$ cat src/rtl/calc_ctrl_pkg.sv
// calc_ctrl shared types.
// State and operation-class encodings for the calculate phase.
package calc_ctrl_pkg;

  typedef enum logic [2:0] {
    C_IDLE,
    C_ISSUE,
    C_WAIT,
    C_DONE,
    C_DRAIN,
    C_ERR
  } CalcState;

  typedef enum logic [2:0] {
    OP_ALU = 3'd0,
    OP_MUL = 3'd1,
    OP_DIV = 3'd2
  } CalcOp;

  function automatic logic op_legal(input CalcOp o);
    return (o == OP_ALU) || (o == OP_MUL) || (o == OP_DIV);
  endfunction

endpackage

$ cat src/rtl/calc_ctrl_cycle_counter.sv
// Saturating WAIT-cycle counter.
// Clear wins over enable; holds at all-ones.
module cycle_counter #(
  parameter int W = 4
) (
  input  logic         clk,
  input  logic         rst,
  input  logic         clr,
  input  logic         en,
  output logic [W-1:0] cnt
);

  // count up while enabled, stop at the top value
  always_ff @(posedge clk or posedge rst) begin
    if (rst)
      cnt <= '0;
    else if (clr)
      cnt <= '0;
    else if (en && (cnt != {W{1'b1}}))
      cnt <= cnt + 1'b1;
  end

endmodule

$ cat src/rtl/calc_ctrl.sv
// Multicycle execute controller for the calculate phase.
// Launches mul/div, tracks completion, reports done or fault.
module calc_ctrl
  import calc_ctrl_pkg::*;
#(
  parameter int MUL_CYCLES = 4,
  parameter int TIMEOUT    = 16
) (
  input  logic                       clk,
  input  logic                       rst,
  input  logic                       calc_en,
  input  CalcOp                      op,
  input  logic                       b_zero,
  input  logic                       unit_done,
  output logic                       unit_start,
  output logic                       unit_sel,
  output logic                       unit_abort,
  output logic                       busy,
  output logic                       nxt_line,
  output logic                       err,
  output logic [$clog2(TIMEOUT)-1:0] cyc_cnt
);

  localparam int W = $clog2(TIMEOUT);
  localparam logic [W-1:0] MUL_LAST = W'(MUL_CYCLES - 1);
  localparam logic [W-1:0] TO_LAST  = W'(TIMEOUT - 1);

  CalcState state, nxt_state;
  CalcOp    op_q;
  logic     abort_d;

  cycle_counter #(.W(W)) u_cnt (
    .clk (clk),
    .rst (rst),
    .clr (state == C_ISSUE),
    .en  (state == C_WAIT),
    .cnt (cyc_cnt)
  );

  // state register
  always_ff @(posedge clk or posedge rst) begin
    if (rst)
      state <= C_IDLE;
    else
      state <= nxt_state;
  end

  // latch the operation class at launch; later op changes are ignored
  always_ff @(posedge clk or posedge rst) begin
    if (rst)
      op_q <= OP_ALU;
    else if ((state == C_IDLE) && calc_en)
      op_q <= op;
  end

  // abort is registered so it has no path from calc_en
  always_ff @(posedge clk or posedge rst) begin
    if (rst)
      unit_abort <= 1'b0;
    else
      unit_abort <= abort_d;
  end

  // next state, abort request and state-decoded outputs
  always_comb begin
    nxt_state  = state;
    abort_d    = 1'b0;
    unit_start = 1'b0;
    busy       = 1'b0;
    nxt_line   = 1'b0;
    err        = 1'b0;
    unique case (state)
      C_IDLE: begin
        if (calc_en) begin
          unique case (1'b1)
            !op_legal(op):            nxt_state = C_ERR;
            op == OP_ALU:             nxt_state = C_DONE;
            op == OP_DIV && b_zero:   nxt_state = C_ERR;
            default:                  nxt_state = C_ISSUE;
          endcase
        end
      end
      C_ISSUE: begin
        unit_start = 1'b1;
        busy       = 1'b1;
        if (!calc_en) begin
          nxt_state = C_IDLE;
          abort_d   = 1'b1;
        end else begin
          nxt_state = C_WAIT;
        end
      end
      C_WAIT: begin
        busy = 1'b1;
        if (!calc_en) begin
          nxt_state = C_IDLE;
          abort_d   = 1'b1;
        end else if (op_q == OP_MUL) begin
          if (cyc_cnt == MUL_LAST)
            nxt_state = C_DONE;
        end else if (unit_done) begin
          nxt_state = C_DONE;
        end else if (cyc_cnt == TO_LAST) begin
          nxt_state = C_ERR;
        end
      end
      C_DONE: begin
        nxt_line  = 1'b1;
        nxt_state = calc_en ? C_DRAIN : C_IDLE;
      end
      C_DRAIN: begin
        if (!calc_en)
          nxt_state = C_IDLE;
      end
      C_ERR: begin
        err = 1'b1;
      end
      default: nxt_state = C_IDLE;
    endcase
  end

  assign unit_sel = busy && (op_q == OP_DIV);

endmodule

$ cat config.mk
export PLATFORM = sky130hd
export DESIGN_NAME = calc_ctrl
export DESIGN_NICKNAME = d
export VERILOG_FILES = /design/src/rtl/calc_ctrl_pkg.sv /design/src/rtl/calc_ctrl_cycle_counter.sv /design/src/rtl/calc_ctrl.sv
export SDC_FILE = /design/constraint.sdc
export NUM_CORES = 1
export LEC_CHECK = 0
export CAP_MARGIN = 25
export CORE_MARGIN = 10
export CORE_UTILIZATION = 46
export CTS_CLUSTER_DIAMETER = 60
export DETAILED_ROUTE_END_ITERATION = 10
export PLACE_DENSITY = 0.77
export SYNTH_ARGS = -nofsm -noshare
export SYNTH_HDL_FRONTEND = slang
export SYNTH_SLANG_ARGS = --single-unit
$ cat constraint.sdc
create_clock -name clk -period 2.08 [get_ports clk]
set_input_delay 0.624 -clock clk [delete_from_list [all_inputs] [get_ports clk]]
set_output_delay 0.624 -clock clk [all_outputs]
set_load 0.01 [all_outputs]
==> impl.org, run 1 <==
** Final layout
- The repair_antennas step left the layout with diodes totalling 0.
- After routing the design area is 910 sq um.
- The library cell used most frequently in the layout, excluding fill and tap cells, is sky130_fd_sc_hd__clkdlybuf4s50_1.
- At the end of the flow the core is filled with cells to 68.2%.
- The area growth from synthesis to layout is 36.9%.
- Summing all flip-flop and latch instances after layout gives 275 sq um.
- After filler insertion, the fill cell instance count of the layout stands at 110.
- The post-route netlist has 27.7% of its cells at a drive strength greater than 1.
- Multi-input combinational cell area :: 355 sq um
- The net count of the finished layout is 104.
- The top cell types in the final layout, fill and taps aside, are sky130_fd_sc_hd__clkdlybuf4s50_1, sky130_fd_sc_hd__dfrtp_1, sky130_fd_sc_hd__nor2_1, sky130_fd_sc_hd__buf_4.

** Global route
- Summed over all layers, the global routing overflow is 0.
- Global-route wire length before repair :: 2660 microns
- All-Layer GR Usage :: 9.85%
- The via count of the first global-routing pass came to 599.
- Pin count of the biggest net entering global routing :: 12
- The initial antenna violation count is 0.

** Pwr
- Clock share of power :: 13.9%
- Switching power :: 0.000419 W
- The share of total power dissipated in combinational logic is 52.3%.
- Switching share of power :: 38.1%
- Peak supply drop :: 0.854 mV
- Fraction of power consumed by sequential logic :: 33.8%
- Standby leakage power :: 0.427 nW
- Internal power :: 0.000679 W
- In this run the power density over the cells is 1210 nW/um^2.

** Clock tree
- Maximum clock insertion buffer count :: 2
- The cell sitting at the root of the clock tree is a sky130_fd_sc_hd__clkbuf_4.
- The clock drives 11 sinks.
- Clock-pin slew was measured on the worst setup and hold paths at 80 ps.
- Post-CTS Setup Bufs :: 0
- Count of hold buffers inserted by post-cts repair :: 0
- Clk Latency, worst-skew pair :: 270 ps
- Number of buffers inserted during clock tree synthesis :: 3
- In this run the number of H-tree levels came out at 1.
- TritonCTS built the clock tree.

** Worst setup path
- For this design, the slowest cell found on the critical path is sky130_fd_sc_hd__dfrtp_1.
- Broken down by cell family, the worst path's largest delay share belongs to flip-flops.
- In this run the worst path has a maximum fanout of 3.
- WP data required :: 1460 ps
- For the worst setup path, the data arrival time is 1380 ps.
- STA classifies the critical path endpoint as an output port.
- For this run, the slowest stage of the critical path takes 420 ps.
- Ordered list of cells on the worst path :: xnor2_2, nor2_2, and3_1, clkdlybuf4s15_1
- Startpoint class of the critical path :: flop
- The critical path is of the reg -> out type.
- Together, buffers and inverters on the worst path number 1.

** Route
- After detailed routing, the number of remaining DRC violations is 0.
- Post-detailed-route count of antenna-violating nets :: 0
- The pre-antenna-repair detailed-routing pass consisted of 4 iterations.
- Via density per instance :: 5.41
- After the first detailed-routing iteration, the DRC count stood at 9.
- The final layout contains routed wiring with a total length of 1560 microns.
- For this block, the via count after detailed routing is 590.
- Average detailed-routed wire length per instance :: 14.3 microns

** Placed design
- Setup Slack @ Placement :: -53.2 ps
- Port buffering added 17 buffers.
- At the end of routability-driven placement, the weighted congestion stood at 0.849.
- Dpl hpwl :: 1260 microns
- Summing all placed instances gives a cell area of 885 sq um.

** Timing
- After layout, the worst path uses 96.3% of the clock period.
- Hold Vio Cnt, Final :: 0
- Clock skew on the completed layout was measured at 3.70 ps.
- At the pin with the least slew margin, the transition time is 411 ps.
- Measured against its own limit, the worst slew margin works out to 72.6%.
- Setup repair after global routing left no endpoint under its margin.
- Shortest period the worst path allows :: 2000 ps
- On the final layout, the worst hold slack is 542 ps.
- Setup slack closes at 76.7 ps.
- The final count of pins violating max slew was 0.
- Highest attainable clock frequency :: 499 MHz
- Finish-stage setup viols :: 0

** Die
- Effective utilization at floorplan :: 49.8%
- Number of rows in the core area :: 13
- From left edge to right edge, the die measures 58.0 microns.
- Overall die area :: 3360 sq um
- Total I/O pin count :: 18
- In this run the vertical extent of the chip is 58.0 microns.
- In this run the standard cell core region covers 1330 sq um.

** Logic synthesis
- Mapped Avg Cell Area :: 9.77 sq um
- Library cell occupying the most area in the post-synthesis netlist :: sky130_fd_sc_hd__dfrtp_1
- Count of synthesis-stage warnings from yosys :: 0
- After synthesis the cells add up to 664 sq um.
- Post-Syn Nets :: 77
- Yosys attributes the largest share of cell area to sky130_fd_sc_hd__dfrtp_1, sky130_fd_sc_hd__nor2_1, sky130_fd_sc_hd__mux2_2.
- The share of the Yosys chip area taken by registers is 41.4%.
- Area share of the largest cell type after synthesis :: 41.4%
- After synthesis, the netlist uses 31 different library cells.
- Post-synthesis cell count :: 68
- Flip-flop and latch count after synthesis :: 11

** Min path
- The worst hold path belongs to the class reg -> reg.

** Run
- Across the run, the number of max-cap violations was 0.

** Status
- The run finished with clean final reports.
==> repair_timing <==
item	CTS	global route
setup endpoints to repair	5	3
gates resized for setup	5	9
pin swaps	0	1
==> power by group through the flow <==
stage	combinational [W]	clock [W]	sequential (W)
6_report	0.000574	0.000153	0.000370
2_1_floorplan	0.000360	0	0.000359
4_1_cts	0.000566	0.000156	0.000363
3_3_place_gp	0.000572	0	0.000362
5_1_grt	0.000631	0.000164	0.000383
3_5_place_dp	0.000586	0	0.000368
==> cell type report <==
| cell class | count | share of cell area (%) |
|---|---|---|
| Multi-Input combinational cell | 50 | 39.1 |
| Sequential cell | 11 | 30.3 |
| Timing Repair Buffer | 25 | 24.1 |
| Inverter | 4 | 1.65 |
| Clock buffer | 4 | 2.89 |
| Tap cell | 15 | 2.06 |
==> worst register-to-register path, cell delays in order (launching register included) <==
cell and delay [ps]:
sky130_fd_sc_hd__dfrtp_1 440, sky130_fd_sc_hd__buf_4 180, sky130_fd_sc_hd__nor3b_4 280, sky130_fd_sc_hd__o211ai_1 140
sky130_fd_sc_hd__or3_4 410, sky130_fd_sc_hd__a21o_1 190
==> state kept, by name, summed over array words and instances, names as in the netlist <==
register and cells:
u_cnt.cnt 4, unit_abort 1, state 3, op_q 3
==> metrics by stage <==
step                power, W  TNS, ps  std cells
floorplan           0.000719        0         68
global placement    0.000934    -84.1        105
detailed placement  0.000954     -154        105
CTS                  0.00109        0        109
global route         0.00118        0        109
finish               0.00110        0        109
==> kinds of logic after synthesis <==
group / share of synthesized area (%)
DFF: 41.4
muxes: 5.08
and+or+nand+nor: 29.8
adders and majority gates: 1.88
buffers and inverters: 6.59
AOI/OAI and AO/OA: 11.3
xor gates and xnor gates: 3.96
==> synth_stat cells <==
master and number:
sky130_fd_sc_hd__a211o_1 1, sky130_fd_sc_hd__a211oi_1 1, sky130_fd_sc_hd__a21o_1 1, sky130_fd_sc_hd__a21oi_1 4, sky130_fd_sc_hd__a311o_2 1, sky130_fd_sc_hd__and3_1 3, sky130_fd_sc_hd__and3_2 1, sky130_fd_sc_hd__and4bb_2 1
sky130_fd_sc_hd__buf_6 1, sky130_fd_sc_hd__clkbuf_1 1, sky130_fd_sc_hd__clkbuf_8 1, sky130_fd_sc_hd__dfrtp_1 11, sky130_fd_sc_hd__ha_1 1, sky130_fd_sc_hd__inv_1 4, sky130_fd_sc_hd__mux2_2 3, sky130_fd_sc_hd__nand2_1 4
sky130_fd_sc_hd__nand3_1 3, sky130_fd_sc_hd__nand4_1 1, sky130_fd_sc_hd__nor2_1 9, sky130_fd_sc_hd__nor3_1 4, sky130_fd_sc_hd__nor3_2 1, sky130_fd_sc_hd__nor3b_1 1, sky130_fd_sc_hd__nor3b_2 1, sky130_fd_sc_hd__nor3b_4 1
sky130_fd_sc_hd__o211ai_1 1, sky130_fd_sc_hd__o21ai_0 1, sky130_fd_sc_hd__o21bai_1 1, sky130_fd_sc_hd__or2b_2 1, sky130_fd_sc_hd__or3_4 1, sky130_fd_sc_hd__xnor2_1 1, sky130_fd_sc_hd__xor2_1 2
==> worst paths after layout <==
check / startpoint / end / slack [ps] / cells past startpoint
max: state[1] / unit_sel / 80 / 4
min: op_q[0] / op_q[0] / 540 / 1
max reg2reg: state[2] / state[0] / 340 / 5
min reg2reg: op_q[0] / op_q[0] / 540 / 1
max in group asynchronous: rst / u_cnt.cnt[1] / 1160 / 2
min in group asynchronous: rst / op_q[2] / 630 / 2
==> metal layers <==
metal  up-vias  track usage, %  part of all wire [%]
li1        295               -                     -
met1       279            10.9                    44
met2        12            16.7                    51
met3         4            2.83                   3.5
met4         0            5.03                   2.1
met5         -               0                     0
Power figures use the tool's default switching activity.
==> run 2: changes to the inputs <==
- SLEW_MARGIN: default -> 20
==> results of run 2 <==
Same layout as run 1: the final DEF is identical, and so are final timing and power.
==> run 3: changes to the inputs <==
- CTS_CLUSTER_SIZE: default -> 25
==> results of run 3 <==
Same layout as run 1: the final DEF is identical, and so are final timing and power.
